**config.mk**
```make
export PLATFORM = sky130hd
export DESIGN_NAME = uart_rx_flat
export DESIGN_NICKNAME = d
export VERILOG_FILES = /design/src/rtl/uart_rx_if.sv /design/src/rtl/uart_rx.sv /design/src/flat_wrapper.sv
export SDC_FILE = /design/constraint.sdc
export NUM_CORES = 1
export LEC_CHECK = 0
export ABC_AREA = 1
export BUFFER_PORTS_ARGS = -buffer_cell sky130_fd_sc_hd__buf_2
export CAP_MARGIN = 20
export CORE_MARGIN = 5
export CORE_UTILIZATION = 53
export CTS_CLUSTER_DIAMETER = 120
export DETAILED_ROUTE_END_ITERATION = 7
export PLACE_DENSITY = 0.74
export REMOVE_ABC_BUFFERS = 1
export SLEW_MARGIN = 20
export SYNTH_ARGS = -nofsm -noshare
export SYNTH_HDL_FRONTEND = slang
export SYNTH_SLANG_ARGS = --single-unit
```
**constraint.sdc**
```tcl
create_clock -name clk -period 1.4 [get_ports clk]
set_clock_uncertainty 0.15 [all_clocks]
set_input_delay 0.07 -clock clk [delete_from_list [all_inputs] [get_ports clk]]
set_output_delay 0.07 -clock clk [all_outputs]
set_load 0.05 [all_outputs]
```
**src/rtl/uart_rx_if.sv**
```systemverilog
// Serial receive bundle: the line input plus the received-byte and status strobes.
interface uart_rx_if;
  logic       rx;
  logic [7:0] outDato;
  logic       outValid;
  logic       outFrameErr;
  logic       outBusy;

  // Line driver / byte consumer side
  modport master (
    output rx,
    input  outDato,
    input  outValid,
    input  outFrameErr,
    input  outBusy
  );

  // Receiver side
  modport slave (
    input  rx,
    output outDato,
    output outValid,
    output outFrameErr,
    output outBusy
  );
endinterface

```
**src/rtl/uart_rx.sv**
```systemverilog
// 8N1 UART receiver with 16x oversampling. The start edge realigns the tick
// phase; mid-bit samples drive a small framing FSM. Good frames update the
// output byte with a one-clock strobe, a low stop bit gives one frame-error
// strobe and then waits for the line to return high (one error per break).
module uart_rx #(
  parameter int CLK_FREQ = 50_000_000,
  parameter int BAUD     = 9600
) (
  input  logic     clk,
  input  logic     reset,
  uart_rx_if.slave bus
);

  localparam int OVERSAMPLE = 16;
  localparam int TICK_RAW   = CLK_FREQ / (BAUD * OVERSAMPLE);
  localparam int TICK_DIV   = (TICK_RAW < 2) ? 2 : TICK_RAW;
  localparam int TW         = $clog2(TICK_DIV);
  localparam logic [TW-1:0] TICK_LAST = TW'(TICK_DIV - 1);

  typedef enum logic [2:0] {
    S_IDLE,
    S_START,
    S_DATA,
    S_STOP,
    S_BREAK_WAIT
  } state_e;

  state_e          state_q, state_d;
  logic            sync1_q, sync2_q;
  logic [TW-1:0]   tick_cnt_q, tick_cnt_d;
  logic [3:0]      samp_q, samp_d;
  logic [2:0]      bit_q, bit_d;
  logic [7:0]      shift_q, shift_d;
  logic [7:0]      dato_q, dato_d;
  logic            valid_q, valid_d;
  logic            ferr_q, ferr_d;
  logic            busy_q, busy_d;
  logic            rx_s;
  logic            tick;

  assign rx_s = sync2_q;
  assign tick = (tick_cnt_q == TICK_LAST);

  // Two-flop synchronizer for the asynchronous line; resets to idle-high
  always_ff @(posedge clk) begin
    if (reset) begin
      sync1_q <= 1'b1;
      sync2_q <= 1'b1;
    end else begin
      sync1_q <= bus.rx;
      sync2_q <= sync1_q;
    end
  end

  // Framing state register
  always_ff @(posedge clk) begin
    if (reset) begin
      state_q <= S_IDLE;
    end else begin
      state_q <= state_d;
    end
  end

  // Next state, counter updates, shift/capture and strobes
  always_comb begin
    state_d    = state_q;
    tick_cnt_d = tick ? '0 : tick_cnt_q + 1'b1;
    samp_d     = tick ? samp_q + 1'b1 : samp_q;
    bit_d      = bit_q;
    shift_d    = shift_q;
    dato_d     = dato_q;
    valid_d    = 1'b0;
    ferr_d     = 1'b0;

    unique case (state_q)
      S_IDLE: begin
        if (!rx_s) begin
          state_d    = S_START;
          tick_cnt_d = '0;
          samp_d     = '0;
        end
      end

      S_START: begin
        if (tick && (samp_q == 4'd7)) begin
          if (!rx_s) begin
            state_d = S_DATA;
            samp_d  = '0;
            bit_d   = '0;
          end else begin
            state_d = S_IDLE;
          end
        end
      end

      S_DATA: begin
        if (tick && (samp_q == 4'd15)) begin
          shift_d[bit_q] = rx_s;
          bit_d          = bit_q + 1'b1;
          if (bit_q == 3'd7) begin
            state_d = S_STOP;
            samp_d  = '0;
          end
        end
      end

      S_STOP: begin
        if (tick && (samp_q == 4'd15)) begin
          if (rx_s) begin
            dato_d  = shift_q;
            valid_d = 1'b1;
            state_d = S_IDLE;
          end else begin
            ferr_d  = 1'b1;
            state_d = S_BREAK_WAIT;
          end
        end
      end

      S_BREAK_WAIT: begin
        if (rx_s) begin
          state_d = S_IDLE;
        end
      end

      default: begin
        state_d = S_IDLE;
      end
    endcase

    busy_d = (state_d != S_IDLE);
  end

  // Datapath and output registers
  always_ff @(posedge clk) begin
    if (reset) begin
      tick_cnt_q <= '0;
      samp_q     <= '0;
      bit_q      <= '0;
      shift_q    <= '0;
      dato_q     <= '0;
      valid_q    <= 1'b0;
      ferr_q     <= 1'b0;
      busy_q     <= 1'b0;
    end else begin
      tick_cnt_q <= tick_cnt_d;
      samp_q     <= samp_d;
      bit_q      <= bit_d;
      shift_q    <= shift_d;
      dato_q     <= dato_d;
      valid_q    <= valid_d;
      ferr_q     <= ferr_d;
      busy_q     <= busy_d;
    end
  end

  assign bus.outDato     = dato_q;
  assign bus.outValid    = valid_q;
  assign bus.outFrameErr = ferr_q;
  assign bus.outBusy     = busy_q;

endmodule

```
**src/flat_wrapper.sv**
```systemverilog
// flat-port wrapper written by rule: the top's interface ports become plain ports
module uart_rx_flat 
#(
  parameter int CLK_FREQ = 50_000_000,
  parameter int BAUD     = 9600
)
  (clk, reset, bus_rx, bus_outDato, bus_outValid, bus_outFrameErr, bus_outBusy);
  uart_rx_if bus_i ();
  input  logic clk;
  input  logic reset;
  input wire logic [$bits(bus_i.rx)-1:0] bus_rx;
  output wire logic [$bits(bus_i.outDato)-1:0] bus_outDato;
  output wire logic [$bits(bus_i.outValid)-1:0] bus_outValid;
  output wire logic [$bits(bus_i.outFrameErr)-1:0] bus_outFrameErr;
  output wire logic [$bits(bus_i.outBusy)-1:0] bus_outBusy;
  assign bus_i.rx = bus_rx;
  assign bus_outDato = bus_i.outDato;
  assign bus_outValid = bus_i.outValid;
  assign bus_outFrameErr = bus_i.outFrameErr;
  assign bus_outBusy = bus_i.outBusy;
  uart_rx #(.CLK_FREQ(CLK_FREQ), .BAUD(BAUD)) u_core (.clk(clk), .reset(reset), .bus(bus_i));
endmodule
```
==> summary.md, run 1 <==
| Metric | Value |
|---|---|
| Final setup vio count | `31` |
| Commonest non-fill, non-tap cell in the layout | `nor2_1` |
| Gr usage total | `0.1707` |
| Worst path cell trace | `inv_2 > ha_4 > nand2_4 > nor2_4 > nand3_4 > inv_4 > nand2_1 > nand2_1 > nand3_2 > nand2_1 > nor2_1` |
| Pin count of the biggest net entering global routing | `18` |
| Num ports | `14` |
| WHS Endpoint | `u_core.bit_q[2]$_SDFFE_PP0P_` |
| Sequential cell area fraction in the yosys report | `0.4145` |
| Most frequent cells in the layout | `nor2_1 (47), nand2_1 (44), dfxtp_1 (35)` |
| R2r endpoint | `u_core.samp_q[3]$_SDFF_PP0_` |
| Final WS setup | `-198.9 ps` |
| Die X | `between 70 and 80 µm` |
| Placed Cells incl. Taps | `~350` |
| CTS Buffer Depth | `2` |
| R2R Path Start | `u_core.tick_cnt_q[0]$_SDFF_PP0_` |
| Vias/cell | `4.763` |
| Gpl congestion | `approximately 0.77` |
| First-pass GRT wire length | `roughly 7000 µm` |
| Max Fclk | `between 600 and 700 MHz` |
| Syn_area_per_cell | `between 7 and 8 µm²` |
| TritonCTS clock tree | `done` |
| Hold Slack | `about 8 ps` |
| Final wirelength | `between 4000 and 5000 µm` |
| Antenna Nets Post-Route | `0` |
| ANT cells | `0` |
| Full die area | `roughly 0.0050 mm²` |
| Fill count | `270` |
| Mux contribution to synthesized area | `0` |
| Clock tree sinks | `40` |
| Synth Area in XOR/XNOR | `0.02720` |
| DR pass1 iterations | `4` |
| Overflow after GRT | `0` |
| Number of global-route vias before repair | `~1600` |
| Area after DPL | `between 0.002 and 0.0025 mm²` |
| PD cells | `874.4 mW/mm²` |
| Leakage | `1.206 nW` |
| Flops & latches, synth | `40` |
| Max Slew Vio Count | `0` |
| CTS Buf Count | `5` |
| P&R area growth vs syn | `34.78%` |
| Post-Synth Simple-Gate Area | `0.3620` |
| CP dominant cell by count | `nand2_1` |
| Starting DRT DRC Count | `90` |
| Crit path time final | `roughly 1600 ps` |
| Initial antenna violation count | `0` |
| # rows | `22` |
| Fraction of layout cells with a size suffix above 1 | `0.3651` |
| R2R depth | `11` |
| Root buffer cell | `clkbuf_8` |
| Largest family of logic cells by synthesized area | `simple AND/OR/NAND/NOR gates` |
| Max stage delay on crit path | `around 330 ps` |
| Min-delay src | `reset` |
| Initial Utilization | `0.5357` |
| Fin crit share | `1.142` |
| Slew headroom | `0.7373` |
| Maximum vdd ir drop | `0.5214 mV` |
| DPL Wire Length | `2711 µm` |
| Final net count | `about 320` |
| Crit-path max FO | `7` |
| Detailed-route wire length per cell | `~11 µm` |
| Later-pin clock latency in the skew report | `about 300 ps` |
| H-Tree Level Count | `2` |
| RSZ-0062 raised after global routing | `yes` |
| Syn Inst Count | `about 260` |
| Fin cells | `363` |
| Worst setup EP type | `flip-flop` |
| CP required | `1440 ps` |
| Cell area after layout | `approximately 0.0026 mm²` |
| Adder-cell share of the synthesized area | `0.03238` |
| EDFF count, synth | `0` |
| Post-synthesis compound-gate area fraction | `0.06477` |
| YS warnings | `0` |
| Hold Path Cell Cnt | `3` |
| Reg clk slew, reported paths | `approximately 80 ps` |
| Worst path slowest cell | `dfxtp_2` |
| Ys flop type | `dfxtp_1` |
| Via count | `about 1700` |
| Ys async rst share | `0` |
| Number of port buffers | `13` |
| Critical Path AT | `around 1600 ps` |
| Synth cell types | `34` |
| Core footprint | `0.003606 mm²` |
| Synth Cell Area | `slightly below 0.002 mm²` |
| Critical path launch point type | `flip-flop` |
| Slew @ Worst Pin | `around 390 ps` |
| Outcome | `finished with violations` |
| R2r setup slk | `-200 ps` |
| Worst hold path type | `in2reg` |
| Die height | `roughly 70 µm` |
| # DRC | `0` |
| Failing checks | `setup timing` |
| Final Hold Fails | `0` |
| Max-Cap Viols | `0` |
| Crit path kind | `reg2reg` |
power breakdown:
| part | internal, mW | total, mW | switching [mW] |
|---|---|---|---|
| sequential | 1.16 | 1.17 | 0.0129 |
| combinational | 0.0708 | 0.180 | 0.109 |
| clock | 0.529 | 0.927 | 0.398 |
routing by layer:
| metal | vias to the layer above | share of wire | global-route usage |
|---|---|---|---|
| met4 | 0 | 0.016 | 0.07021 |
| met1 | 777 | 0.46 | 0.2169 |
| li1 | 921 | - | - |
| met3 | 8 | 0.039 | 0.04604 |
| met5 | - | 0 | 0 |
| met2 | 23 | 0.48 | 0.2713 |
worst max-delay path, delay by kind of cell (launching register included):
kind	cells	cell delay (ps)
adder cells (fa/ha/maj)	1	130
buffers and inverters	2	200
flip-flops	1	330
AND/OR/NAND/NOR	8	690
cell families after synthesis:
logic type	after synthesis
buffers and inverters	45
adders and majority gates	5
and+or+nand+nor	143
xor gates and xnor gates	6
AOI/OAI and AO/OA	23
DFF	40
layout make-up:
type | instances | area [µm²] | share of cell area
sequential | 40 | 807.0 | 0.3099
tap | 48 | 60.06 | 0.02307
inverter | 40 | 153.9 | 0.05911
clock buffer | 6 | 72.57 | 0.02787
clock inverter | 2 | 35.03 | 0.01346
timing repair buffer | 50 | 364.1 | 0.1398
multi-input combinational | 177 | 1111 | 0.4267
metrics by stage:
| stage | util | total power, mW | worst slack (ps) | setup TNS, ps |
|---|---|---|---|---|
| 2_1_floorplan | - | 1.279 | -163.3 | -2727 |
| 3_3_place_gp | 0.6194 | 1.334 | -190.3 | -4259 |
| 3_5_place_dp | 0.6194 | 1.335 | -251.8 | -5222 |
| 4_1_cts | 0.6947 | 2.274 | -167.4 | -3742 |
| 5_1_grt | 0.7221 | 2.359 | -331.0 | -8422 |
| 6_report | 0.7221 | 2.277 | -198.9 | -4592 |
state kept, by name, indices dropped and copies added, names as in the netlist:
name / flops
u_core.bus.outFrameErr: 1
u_core.sync1_q: 1
u_core.bus.outValid: 1
u_core.bus.outBusy: 1
u_core.tick_cnt_q: 9
u_core.state_q: 3
u_core.rx_s: 1
u_core.shift_q: 8
u_core.bus.outDato: 8
u_core.samp_q: 4
u_core.bit_q: 3
synthesized netlist by cell type (3+ instances only):
library cell,instances,share of area
nor2_1,51,0.099
nand2_1,48,0.093
dfxtp_1,40,0.41
inv_1,30,0.058
nand3_1,10,0.026
inv_2,9,0.017
a21oi_1,8,0.021
nor3_1,7,0.018
o21ai_0,7,0.018
ha_1,5,0.032
xor2_1,5,0.023
nand2_2,4,0.013
nand4_1,4,0.013
nor2_4,4,0.023
nand3_2,3,0.016
o21ai_1,3,0.0078
worst max path at each step:
stage                               startpoint                                 end  slack (ps)  cells past startpoint
2_1_floorplan      u_core.samp_q[0]$_SDFF_PP0_        u_core.bit_q[0]$_SDFFE_PP0P_        -160                      8
3_3_place_gp   u_core.tick_cnt_q[0]$_SDFF_PP0_  u_core.bus.outDato[0]$_SDFFE_PP0P_        -190                      9
3_5_place_dp   u_core.tick_cnt_q[0]$_SDFF_PP0_  u_core.bus.outDato[0]$_SDFFE_PP0P_        -250                      9
4_1_cts        u_core.tick_cnt_q[0]$_SDFF_PP0_  u_core.bus.outDato[2]$_SDFFE_PP0P_        -170                     10
5_1_grt        u_core.tick_cnt_q[0]$_SDFF_PP0_  u_core.bus.outDato[1]$_SDFFE_PP0P_        -330                     10
6_report       u_core.tick_cnt_q[0]$_SDFF_PP0_         u_core.samp_q[3]$_SDFF_PP0_        -200                     11
timing repair:
item / CTS / global route
cloned: 0 / 0
pin swaps: 15 / 11
endpoints found under the setup margin: 36 / 35
setup buffers: 6 / 2
resized for setup: 35 / 21
hold endpoints to repair: 1 / 0
hold buffers: 1 / 0
No activity file was read; power rests on OpenSTA's default activity.
==> run 2: changes to the inputs <==
CELL_PAD_IN_SITES_DETAIL_PLACEMENT = 1   (was unset)
CELL_PAD_IN_SITES_GLOBAL_PLACEMENT = 1   (was unset)
CORE_UTILIZATION = 39   (was 53)
PLACE_DENSITY = unset   (was 0.74)
PLACE_DENSITY_LB_ADDON = 0.1   (was unset)
SLEW_MARGIN = unset   (was 20)
==> run 2 against run 1 <==
Compared with the run above:
- the run still ends with setup timing left
- via count is 10% higher
- combinational power grew 19%
- worst setup slack got worse by 130 ps
- count of clock-buffer cells in the layout shrank 1
- total power rose by 3.3%
- register-to-register slack worse by 130 ps
- design area increased by 11%
- final cell count up 8.3%
- first-iteration DRC count fell by 37%
- non-clock buffer count up 10
- largest power group unchanged
==> summary.md, run 2 (synthesis gave the netlist of run 1 again) <==
| Metric | Value |
|---|---|
| R2R depth | `10` |
| Later-pin clock latency in the skew report | `about 300 ps` |
| P&R area growth vs syn | `49.94%` |
| Slew headroom | `0.7764` |
| Fin cells | `roughly 390` |
| DPL Wire Length | `roughly 3500 µm` |
| Critical Path AT | `between 1500 and 2000 ps` |
| Fin crit share | `1.233` |
| Final setup TNS | `-7299 ps` |
| CTS Buf Count | `5` |
| Final WS setup | `-325.9 ps` |
| R2r setup slk | `-330 ps` |
| Failing checks | `setup timing` |
| Multi-input logic area | `0.001279 mm²` |
| Starting DRT DRC Count | `between 50 and 60` |
| Worst hold path type | `in2reg` |
| Leakage | `approximately 1.3 nW` |
| Clock share of power | `0.411` |
| PD cells | `approximately 810 mW/mm²` |
| Die height | `about 80 µm` |
| Worst setup EP type | `flip-flop` |
| Final wirelength | `about 6200 µm` |
| TritonCTS clock tree | `done` |
| Core footprint | `roughly 0.0048 mm²` |
| Hold Path Cell Cnt | `3` |
| Area after DPL | `0.002287 mm²` |
| Overflow after GRT | `0` |
| FF+latch area | `808.3 µm²` |
| Clock tree sinks | `40` |
| Initial Utilization | `0.4063` |
| Die X | `80.38 µm` |
| Switching portion of total power | `0.2483` |
| Most frequent cells in the layout | `nor2_1 (41), buf_4 (36), nand2_1 (34), dfxtp_1 (34), inv_1 (27)` |
| Vias/cell | `4.847` |
| Gr usage total | `0.1843` |
| Sw Pwr | `~0.58 mW` |
| Commonest non-fill, non-tap cell in the layout | `nor2_1` |
| Max Fclk | `between 500 and 600 MHz` |
| Pin count of the biggest net entering global routing | `16` |
| Reg clk slew, reported paths | `90 ps` |
| R2r endpoint | `u_core.shift_q[6]$_SDFFE_PP0P_` |
| # DRC | `0` |
| Pint | `between 1.5 and 2 mW` |
| Via count | `around 1900` |
| ANT cells | `0` |
| Final setup vio count | `33` |
| First-pass GRT wire length | `between 9000 and 10000 µm` |
| Detailed-route wire length per cell | `between 15 and 20 µm` |
| Crit-path max FO | `6` |
| Crit path time final | `between 1500 and 2000 ps` |
| WHS Endpoint | `u_core.bus.outValid$_SDFF_PP0_` |
| Max-Cap Viols | `0` |
| CTS Buffer Depth | `2` |
| Antenna Nets Post-Route | `0` |
| Max Slew Vio Count | `0` |
| Power share of the combinational group | `0.091` |
| Fraction of layout cells with a size suffix above 1 | `0.4939` |
| Part of the power in registers | `0.498` |
| Gpl congestion | `0.8364` |
| Root buffer cell | `clkbuf_8` |
| R2R Path Start | `u_core.tick_cnt_q[0]$_SDFF_PP0_` |
| Initial antenna violation count | `0` |
| Outcome | `finished with violations` |
| Slew @ Worst Pin | `334.2 ps` |
| Full die area | `between 0.006 and 0.007 mm²` |
| Fill count | `just under 600` |
| DR pass1 iterations | `4` |
| Num ports | `14` |
| CP required | `between 1000 and 1500 ps` |
| Largest Register | `u_core.tick_cnt_q` |
| Hold Slack | `25.26 ps` |
| Number of global-route vias before repair | `1976` |
| Final net count | `~330` |
| Crit path kind | `reg2reg` |
| Maximum vdd ir drop | `between 0.4 and 0.5 mV` |
| Cell area after layout | `0.002897 mm²` |
| Min-delay src | `reset` |
| Placed Cells incl. Taps | `370` |
| Number of port buffers | `13` |
| # rows | `25` |
| Critical path launch point type | `flip-flop` |
| Max reg flops | `9` |
| Final Hold Fails | `0` |
| RSZ-0062 raised after global routing | `yes` |
| H-Tree Level Count | `2` |
[run 2: cell types whose count changed in the layout (fill, tap and decap cells not counted), sizes merged]
cell / before / now
inv: 39 / 38
buf: 49 / 59
clkinvlp: 0 / 1
nand4: 5 / 6
clkinv: 2 / 3
clkbuf: 6 / 5
[run 2: layout make-up]
cell class,count,share of cell area
multi-input cells,178,0.4415
flip-flops and latches,40,0.2790
repair buffers,60,0.1581
inverters,40,0.05400
well taps,67,0.02894
clock buffers,5,0.02376
clock inverters,3,0.01469
[run 2: worst max-delay path by stage]
stage                                    startpoint                            endpoint  depth (start not counted)
floorplan               u_core.samp_q[0]$_SDFF_PP0_        u_core.bit_q[0]$_SDFFE_PP0P_                          8
global placement    u_core.tick_cnt_q[0]$_SDFF_PP0_  u_core.bus.outDato[6]$_SDFFE_PP0P_                          9
detailed placement  u_core.tick_cnt_q[0]$_SDFF_PP0_  u_core.bus.outDato[3]$_SDFFE_PP0P_                          9
CTS                 u_core.tick_cnt_q[1]$_SDFF_PP0_         u_core.samp_q[3]$_SDFF_PP0_                         11
global route            u_core.samp_q[1]$_SDFF_PP0_      u_core.shift_q[6]$_SDFFE_PP0P_                          9
finish              u_core.tick_cnt_q[0]$_SDFF_PP0_      u_core.shift_q[6]$_SDFFE_PP0P_                         10
[run 2: repair_timing]
item,4_1_cts,5_1_grt
endpoints found under the setup margin,37,35
buffers inserted,8,7
endpoints found under the hold margin,1,0
pin swaps,32,25
resized for setup,54,50
cloned,1,0
hold buffers,1,0
[run 2: worst max-delay path, stage by stage (launching register included)]
cell and delay (ps):
dfxtp_2 330, inv_2 80, ha_4 140, nand2_4 60, nor2_4 140, nand3_4 170
buf_4 190, nor3_4 130, nand2_1 90, nand2_1 90, nor2_1 50
[run 2: per-stage QoR]
stage          total power [mW]  setup slack, ps  utilization
5_1_grt                   2.460           -428.5       0.6092
2_1_floorplan             1.279           -163.3            -
6_report                  2.351           -325.9       0.6092
3_3_place_gp              1.340           -224.5       0.4811
3_5_place_dp              1.343           -257.4       0.4811
4_1_cts                   2.323           -223.1       0.5603
[run 2: power by group through the flow]
stage | registers, mW | clock network, mW | logic, mW
floorplan | 1.20 | 0 | 0.0773
global placement | 1.19 | 0 | 0.148
detailed placement | 1.19 | 0 | 0.149
CTS | 1.17 | 0.970 | 0.184
global route | 1.17 | 1.05 | 0.237
finish | 1.17 | 0.966 | 0.215
[run 2: metal layers]
metal  vias to the layer above  wire (µm)  global-route usage  part of all wire
met1                       918       2759              0.2133              0.45
met3                        12        149             0.04260             0.024
met2                        32       3167              0.3386              0.51
li1                        943          -                   -                 -
met4                         0        110             0.04561             0.018
met5                         -          0                   0                 0
